### config.mk
export PLATFORM = sky130hd
export DESIGN_NAME = cordic_vectoring_flat
export DESIGN_NICKNAME = d
export VERILOG_FILES = /design/src/rtl/cordic_pkg.sv /design/src/rtl/cordic_vectoring_if.sv /design/src/rtl/cordic_vectoring_lut.sv /design/src/rtl/cordic_vectoring.sv /design/src/flat_wrapper.sv
export SDC_FILE = /design/constraint.sdc
export NUM_CORES = 1
export LEC_CHECK = 0
export CORE_MARGIN = 3
export CORE_UTILIZATION = 60
export DETAILED_ROUTE_END_ITERATION = 6
export HOLD_SLACK_MARGIN = 0.06
export PLACE_DENSITY = 0.81
export SYNTH_ARGS = -nofsm -noshare
export SYNTH_HDL_FRONTEND = slang
export SYNTH_SLANG_ARGS = --single-unit
### constraint.sdc
create_clock -name clk -period 17.4 [get_ports clk]
set_input_delay 3.48 -clock clk [delete_from_list [all_inputs] [get_ports clk]]
set_output_delay 3.48 -clock clk [all_outputs]
set_load 0.02 [all_outputs]
### src/rtl/cordic_pkg.sv
// cordic_pkg: widths, constants, FSM states and the atan table shared by the CORDIC engines
package cordic_pkg;
  localparam int IN_W = 8;
  localparam int INT_W = 16;
  localparam int Z_W = 14;
  localparam int ANG_W = 9;
  localparam int ITERS_MAX = 11;
  localparam int PI_Q10 = 3217;
  localparam int GAIN_Q10 = 622;
  localparam logic [11:0] ATAN_TAB [ITERS_MAX] = '{
    12'd804, 12'd475, 12'd251, 12'd127, 12'd64, 12'd32,
    12'd16, 12'd8, 12'd4, 12'd2, 12'd1
  };
  typedef enum logic [2:0] {IDLE, PRE, ITER, SCALE, DONE} state_t;
endpackage

### src/rtl/cordic_vectoring_if.sv
// cordic_vectoring_if: Cartesian input and polar result valid/ready handshakes
interface cordic_vectoring_if;
  import cordic_pkg::*;
  logic in_valid, in_ready, out_valid, out_ready;
  logic signed [IN_W-1:0] x_in, y_in;
  logic signed [ANG_W-1:0] angle_out;
  logic [IN_W-1:0] mag_out;
  modport master (output in_valid, x_in, y_in, out_ready, input in_ready, out_valid, angle_out, mag_out);
  modport slave (input in_valid, x_in, y_in, out_ready, output in_ready, out_valid, angle_out, mag_out);
endinterface

### src/rtl/cordic_vectoring_lut.sv
// cordic_vectoring_lut: atan(2^-i) in Q2.10, zero beyond the last table entry
module cordic_vectoring_lut
  import cordic_pkg::*;
(
  input  logic [4:0]  idx,
  output logic [11:0] atan
);
  always_comb atan = (idx < 5'(ITERS_MAX)) ? ATAN_TAB[idx[3:0]] : '0;
endmodule

### src/rtl/cordic_vectoring.sv
// cordic_vectoring: iterative vectoring CORDIC, (x, y) -> (atan2(y, x), gain-compensated magnitude)
module cordic_vectoring
  import cordic_pkg::*;
#(
  parameter int ITERS = ITERS_MAX
) (
  input logic clk,
  input logic rst_n,
  cordic_vectoring_if.slave bus
);
  state_t state, state_nx;
  logic signed [INT_W-1:0] x, y, x_nx, y_nx, xs, ys;
  logic signed [Z_W-1:0] z, z_nx, za, z_rnd;
  logic [3:0] i, i_nx;
  logic zero_flag, zero_nx;
  logic signed [ANG_W-1:0] angle, angle_nx;
  logic [IN_W-1:0] mag, mag_nx;
  logic [11:0] atan;
  logic signed [31:0] prod, mag_q;

  cordic_vectoring_lut u_lut (.idx({1'b0, i}), .atan(atan));

  assign xs = x >>> i;
  assign ys = y >>> i;
  assign za = {2'b00, atan};
  assign prod = 32'(x) * GAIN_Q10 + (1 << 13);
  assign mag_q = prod >>> 14;
  assign z_rnd = (z + Z_W'(8)) >>> 4;

  assign bus.in_ready = state == IDLE;
  assign bus.out_valid = state == DONE;
  assign bus.angle_out = angle;
  assign bus.mag_out = mag;

  always_comb begin
    state_nx = state;
    x_nx = x;
    y_nx = y;
    z_nx = z;
    i_nx = i;
    zero_nx = zero_flag;
    angle_nx = angle;
    mag_nx = mag;
    case (state)
      IDLE: if (bus.in_valid) begin
        x_nx = {{4{bus.x_in[IN_W-1]}}, bus.x_in, 4'b0};
        y_nx = {{4{bus.y_in[IN_W-1]}}, bus.y_in, 4'b0};
        z_nx = '0;
        i_nx = '0;
        state_nx = PRE;
      end
      PRE: begin
        // left half-plane: rotate by pi so the iterations only see |angle| <= pi/2
        x_nx = x[INT_W-1] ? -x : x;
        y_nx = x[INT_W-1] ? -y : y;
        z_nx = !x[INT_W-1] ? '0 : y[INT_W-1] ? -Z_W'(PI_Q10) : Z_W'(PI_Q10);
        zero_nx = x == '0 && y == '0;
        state_nx = ITER;
      end
      ITER: begin
        x_nx = y[INT_W-1] ? x - ys : x + ys;
        y_nx = y[INT_W-1] ? y + xs : y - xs;
        z_nx = y[INT_W-1] ? z - za : z + za;
        i_nx = i + 4'd1;
        state_nx = (i == 4'(ITERS - 1)) ? SCALE : ITER;
      end
      SCALE: begin
        mag_nx = zero_flag ? '0 : mag_q > 255 ? 8'd255 : mag_q < 0 ? '0 : mag_q[IN_W-1:0];
        angle_nx = zero_flag ? '0 : ANG_W'(z_rnd);
        state_nx = DONE;
      end
      DONE: state_nx = bus.out_ready ? IDLE : DONE;
      default: state_nx = IDLE;
    endcase
  end

  always_ff @(posedge clk or negedge rst_n)
    if (!rst_n) begin
      state <= IDLE;
      x <= '0;
      y <= '0;
      z <= '0;
      i <= '0;
      zero_flag <= 1'b0;
      angle <= '0;
      mag <= '0;
    end else begin
      state <= state_nx;
      x <= x_nx;
      y <= y_nx;
      z <= z_nx;
      i <= i_nx;
      zero_flag <= zero_nx;
      angle <= angle_nx;
      mag <= mag_nx;
    end
endmodule

### src/flat_wrapper.sv
// flat-port wrapper written by rule: the top's interface ports become plain ports
module cordic_vectoring_flat import cordic_pkg::*;
#(
  parameter int ITERS = ITERS_MAX
)
  (clk, rst_n, bus_in_valid, bus_x_in, bus_y_in, bus_out_ready, bus_in_ready, bus_out_valid, bus_angle_out, bus_mag_out);
  cordic_vectoring_if bus_i ();
  input logic clk;
  input logic rst_n;
  input wire logic [$bits(bus_i.in_valid)-1:0] bus_in_valid;
  input wire logic [$bits(bus_i.x_in)-1:0] bus_x_in;
  input wire logic [$bits(bus_i.y_in)-1:0] bus_y_in;
  input wire logic [$bits(bus_i.out_ready)-1:0] bus_out_ready;
  output wire logic [$bits(bus_i.in_ready)-1:0] bus_in_ready;
  output wire logic [$bits(bus_i.out_valid)-1:0] bus_out_valid;
  output wire logic [$bits(bus_i.angle_out)-1:0] bus_angle_out;
  output wire logic [$bits(bus_i.mag_out)-1:0] bus_mag_out;
  assign bus_i.in_valid = bus_in_valid;
  assign bus_i.x_in = bus_x_in;
  assign bus_i.y_in = bus_y_in;
  assign bus_i.out_ready = bus_out_ready;
  assign bus_in_ready = bus_i.in_ready;
  assign bus_out_valid = bus_i.out_valid;
  assign bus_angle_out = bus_i.angle_out;
  assign bus_mag_out = bus_i.mag_out;
  cordic_vectoring #(.ITERS(ITERS)) u_core (.clk(clk), .rst_n(rst_n), .bus(bus_i));
endmodule
==> flow_summary.ini <==
[outcome]
outcome = finished clean

[drt]
wirelength_mm = 27.9
ant_nets = 0
vias = 9773
dr.first_iter.drc_count = 898
routedWlPerCell_um = 18.0
drcViolationCount = 0
first_pass_iters = 5
vias_per_cell = 6.30

[floorplanning]
rows = 48
core_um2 = 17700
ios = 39
die_area_um2 = 20000
fp.dieW_um = 142
dieHeight_um = 142
start_util_pct = 62.4

[synth]
async_flop_share_pct = 100
yosysUniqueCellTypes = 79
synthesis.area_um2 = 11000
synthCells = 1314
synth_seq_cells = 70
yosysWarnings = 0
synth_nets = 1527
yosysSeqAreaShare_pct = 15.9
synth_enable_flop_cells = 0
synth_ff_type = dfrtp_1
syn_avg_cell_area_um2 = 8.38

[final_layout]
finish.utilization_pct = 67.0
mostFrequentLayoutCells = 137 x inv_1, 133 x ha_1, 113 x nor2_1
nets = 1534
synthToLayoutAreaGrowth_pct = 7.38
mostFrequentLayoutCell = inv_1
antenna_cells = 0
drive_above_1_share_pct = 6.64

[sta]
worst_pin_slew_ns = 1.19
slew_violations = 0
period_share_pct = 39.2
finalSetupTns_ns = 0
min_period_ns = 6.81
relSlewSlack_pct = 20.3
rsz0062_at_grt = no
hold_viol_final = 0
skew_ns = 0.00450
clock.fmax_ghz = 0.147
setup_viol = 0

[clocking]
clk_latency_ns = 0.35
cts_buffers = 9
clk_pin_slew_ns = 0.06
cts_resized = 0
htreeDepth = 3
clock_path_buffers = 2
cts_tree = done
cts.root.buffer_cell = clkbuf_16
clkSinkCount = 70
post_cts_buffers = 0
cts-hold-fix-buffers = 0

[setup_path]
cp_slowest_cell = o41ai_2
reg2reg_from = u_core.x[8]$_DFFE_PN0P_
ff2ff_path_depth = 21
arrival_ns = 7.01
crit_fanout = 9
cp_data_required_time_ns = 17.60
r2r_slack_ns = 10.59
path_cells = inv_1 -> ha_1 -> inv_1 -> fa_1 -> fa_1 -> inv_1 -> fa_1 -> fa_1 -> ha_1 -> and4_1 -> o211ai_1 -> a31oi_1 -> o211ai_1 -> a21o_1 -> and3b_1 -> a211oi_1 -> o21ai_1 -> xnor2_1 -> xor2_1 -> o41ai_2 -> a31oi_1
crit_type = reg2reg
crit_path_start_kind = flop
path_common_cell = fa_1
r2r-end = u_core.bus.mag_out[2]$_DFFE_PN0P_
critPathCaptureType = flop
crit_path_end = u_core.bus.mag_out[2]$_DFFE_PN0P_
worstSetupStartpoint = u_core.x[8]$_DFFE_PN0P_
max_stage_delay_ns = 0.70

[global_routing]
grt_max_degree = 71
grtUsageTotal_pct = 28.4
overflow = 0
grt_antenna_before_repair = 0
grt_first_pass_wirelength_mm = 46.6
grt_pass1_vias = 9428

[placement]
place_congestion = 0.911
dp_hpwl_mm = 21.1
io_buffer_count = 38

[run]
cap_violations = 0

[min_path]
hold_class = reg2reg
[sequential cells by signal, indices dropped and copies added, names as in the netlist]
name	count
u_core.bus.mag_out	8
u_core.state	3
u_core.i	4
u_core.z	13
u_core.x	16
u_core.y	16
u_core.bus.angle_out	9
u_core.zero_flag	1
[layer usage]
metal	share of wire (%)	GRT usage [%]	vias to the layer above
li1	-	-	4641
met1	43	38.9	4670
met2	47	45.8	400
met3	8.0	4.92	62
met4	2.6	9.29	0
met5	0	0	-
[Yosys cell counts, drive strengths merged, types with 9 or more instances]
library cell | count | area share [%]
ha | 133 | 15
and3 | 16 | 0.91
nor2 | 114 | 4.0
nand3 | 27 | 1.3
inv | 140 | 4.8
dfrtp | 70 | 16
o21ai | 86 | 3.9
xnor2 | 65 | 5.2
xor2 | 35 | 2.8
mux2i | 27 | 2.6
o31ai | 13 | 0.93
a31oi | 20 | 1.1
a21o | 19 | 1.3
a21boi | 13 | 0.89
fa | 60 | 11
nor2b | 13 | 0.74
nand2b | 10 | 0.57
o22ai | 11 | 0.62
mux4 | 21 | 4.3
o211ai | 9 | 0.61
buf | 15 | 0.89
clkbuf | 41 | 1.4
mux2 | 13 | 1.3
nor3 | 25 | 1.1
nand2 | 90 | 3.1
a21oi | 110 | 5.0
[critical path: cells and delay by family (launching register included)]
kind	cells	cell delay [ns]
buffers and inverters	3	0.32
AO/OA/AOI/OAI	8	2.15
flip-flops	1	0.64
AND/OR/NAND/NOR	2	0.45
XOR/XNOR	2	0.41
adder cells (fa/ha/maj)	6	2.68
[worst min-delay path by stage]
| stage | depth (start not counted) | slack, ns | start | endpoint |
|---|---|---|---|---|
| after detailed placement | 2 | 0.47 | u_core.bus.angle_out[1]$_DFFE_PN0P_ | u_core.bus.angle_out[1]$_DFFE_PN0P_ |
| after CTS | 2 | 0.48 | u_core.bus.angle_out[1]$_DFFE_PN0P_ | u_core.bus.angle_out[1]$_DFFE_PN0P_ |
| after floorplan | 1 | 0.47 | u_core.zero_flag$_DFFE_PN0P_ | u_core.bus.angle_out[1]$_DFFE_PN0P_ |
| after global placement | 2 | 0.46 | u_core.bus.angle_out[0]$_DFFE_PN0P_ | u_core.bus.angle_out[0]$_DFFE_PN0P_ |
| after global routing | 2 | 0.50 | u_core.bus.angle_out[1]$_DFFE_PN0P_ | u_core.bus.angle_out[1]$_DFFE_PN0P_ |
| final | 2 | 0.47 | u_core.bus.angle_out[1]$_DFFE_PN0P_ | u_core.bus.angle_out[1]$_DFFE_PN0P_ |
[through the flow]
step	instances	worst slack, ns	hold WS [ns]	cell area [µm²]
after detailed placement	1535	10.65	0.466	11500
after floorplan	1314	11.46	0.466	11000
final	1551	10.59	0.473	11800
after global routing	1551	10.15	0.505	11800
after CTS	1551	10.65	0.480	11800
after global placement	1535	10.95	0.463	11500
[cell type report]
class	instances	area (µm²)
multi-input cells	1048	8490
fillers	1479	5830
flip-flops and latches	70	1750
inverters	140	526
repair buffers	52	483
well taps	225	282
clock buffers	10	229
clock inverters	6	70.1
[kinds of logic (layout without fill, tap and decap cells)]
family	count (synthesis)	count (layout)	share of synthesized area [%]
buffers and inverters	196	208	7.05
AOI/OAI and AO/OA	345	345	19.4
xor gates and xnor gates	100	100	8.02
and+or+nand+nor	349	349	15.3
muxes	61	61	8.26
adders and majority gates	193	193	26.0
DFF	70	70	15.9
Power is left out: the tool's default activity adds up to more than one toggle a clock period on the data nets, which glitch-free logic cannot reach.
==> variant, RTL diff (same flow settings) <==
Make the reset (`rst_n`) synchronous in one clocked block.
--- a/src/rtl/cordic_vectoring.sv
+++ b/src/rtl/cordic_vectoring.sv
@@ -75,5 +75,5 @@
   end
 
-  always_ff @(posedge clk or negedge rst_n)
+  always_ff @(posedge clk)
     if (!rst_n) begin
       state <= IDLE;
Formal check against the unedited RTL: differs if rst_n is asserted again (counterexample within 4 cycles, from zero or initial values and one cycle with rst_n low); with rst_n held inactive, the same outputs for 10 cycles.
==> variant against the original RTL <==
First-iteration DRC count is 16% higher; sequential cell count stayed put; area after synthesis is 0.22% lower; die area is 0.21% lower; sequential share of layout area is 2.9 points lower; clock skew hardly changed; critical path depth is 1 lower; final area is 0.48% lower; wire length is 0.91% higher; worst setup slack better by 0.30 ns; worst hold slack worse by 0.021 ns; largest cell class unchanged; highest routed layer unchanged.
Power is left out: it rests on default switching activity, and per cell area and clock period it moved more than threefold.
==> variant: results <==
export IMPL_r2r_slack_ns=10.88
export IMPL_nFillCells=1495
export IMPL_synth_xor_area_share_pct=8.60
export IMPL_muxShareOfSynthArea_pct=8.25
export IMPL_ff2ff_path_depth=20
export IMPL_status="finished clean"
export IMPL_ys_async_sr_fraction_pct=0
export IMPL_dr_pass1_iters=6
export IMPL_synthAdderAreaFrac_pct=26.1
export IMPL_r2r_end="u_core.bus.mag_out[1]$_SDFFE_PN0N_"
export IMPL_postSynthAreaPerCell_um2=8.05
export IMPL_finClkSkew_ns=0.00491
export IMPL_min_delay_start="u_core.bus.mag_out[3]$_SDFFE_PN0N_"
export IMPL_dp_hpwl_um=21500
export IMPL_synth_compound_area_share_pct=20.6
export IMPL_yosys_top_cells_count="133 x ha_1, 132 x inv_1, 122 x nor2_1, 110 x nand2_1, 98 x a21oi_1"
export IMPL_gp_congestion=0.963
export IMPL_grt_pass1_wl_um=46200
export IMPL_synthTopCellsByArea="ha_1 15%, dfxtp_1 13%, fa_1 11%, xnor2_1 5.9%, inv_1 4.5%"
export IMPL_synth_ff_type="dfxtp_1"
export IMPL_crit_path_max_fanout=10
export IMPL_synth_seq_area_share_pct=12.7
export IMPL_mappedNetlistNets=1578
export IMPL_timing_rr_start="u_core.x[11]$_SDFFE_PN0P_"
export IMPL_arrival_ns=6.72
export IMPL_drt_iter0_drc=1043
export IMPL_critPathLaunch="u_core.x[11]$_SDFFE_PN0P_"
export IMPL_grt_max_degree=46
export IMPL_synthDistinctLibCells=84
[variant: layer usage]
metal,up-vias,global-route usage [%],share of wire [%]
li1,4832,-,-
met1,4817,41.4,47
met2,385,43.5,45
met3,37,3.84,6.7
met4,0,6.48,1.7
met5,-,0,0
[variant: area by class of cell]
class | count | area share [%]
tap | 225 | 2.39
clock buffer | 9 | 1.91
inverter | 140 | 4.46
clock inverter | 7 | 0.478
sequential | 70 | 11.9
timing repair buffer | 48 | 3.87
multi-input combinational | 1095 | 75.0
[variant: cells by family (layout without fill, tap and decap cells)]
group           after synthesis  after routing
compound gates              347            347
xor+xnor                    108            108
fa+ha+maj                   193            193
buf+inv                     200            204
flops                        70             70
mux                          61             61
simple gates                386            386
[variant: critical path, cell delays in order, from the launching register on]
cell and delay, ns:
dfxtp_1 0.60, inv_1 0.17, ha_1 0.34, inv_1 0.07, fa_1 0.53, inv_1 0.05
fa_1 0.46, fa_1 0.57, fa_1 0.42, ha_1 0.36, o21a_1 0.17, a2bb2oi_2 0.20
o211ai_1 0.19, a211oi_2 0.52, a21oi_2 0.18, a2111oi_2 0.44, xnor2_1 0.20, a32oi_1 0.11
a311oi_2 0.54, a21o_1 0.19, a21oi_1 0.06
[variant: per-stage QoR]
step           instance area, um2  instances  util (%)  setup slack, ns
6_report                    11800       1594      66.9            10.88
3_3_place_gp                11500       1578      65.3            11.04
4_1_cts                     11800       1594      66.9            10.90
2_1_floorplan               11000       1365         -            11.50
3_5_place_dp                11500       1578      65.3            10.91
5_1_grt                     11800       1594      66.9            10.37
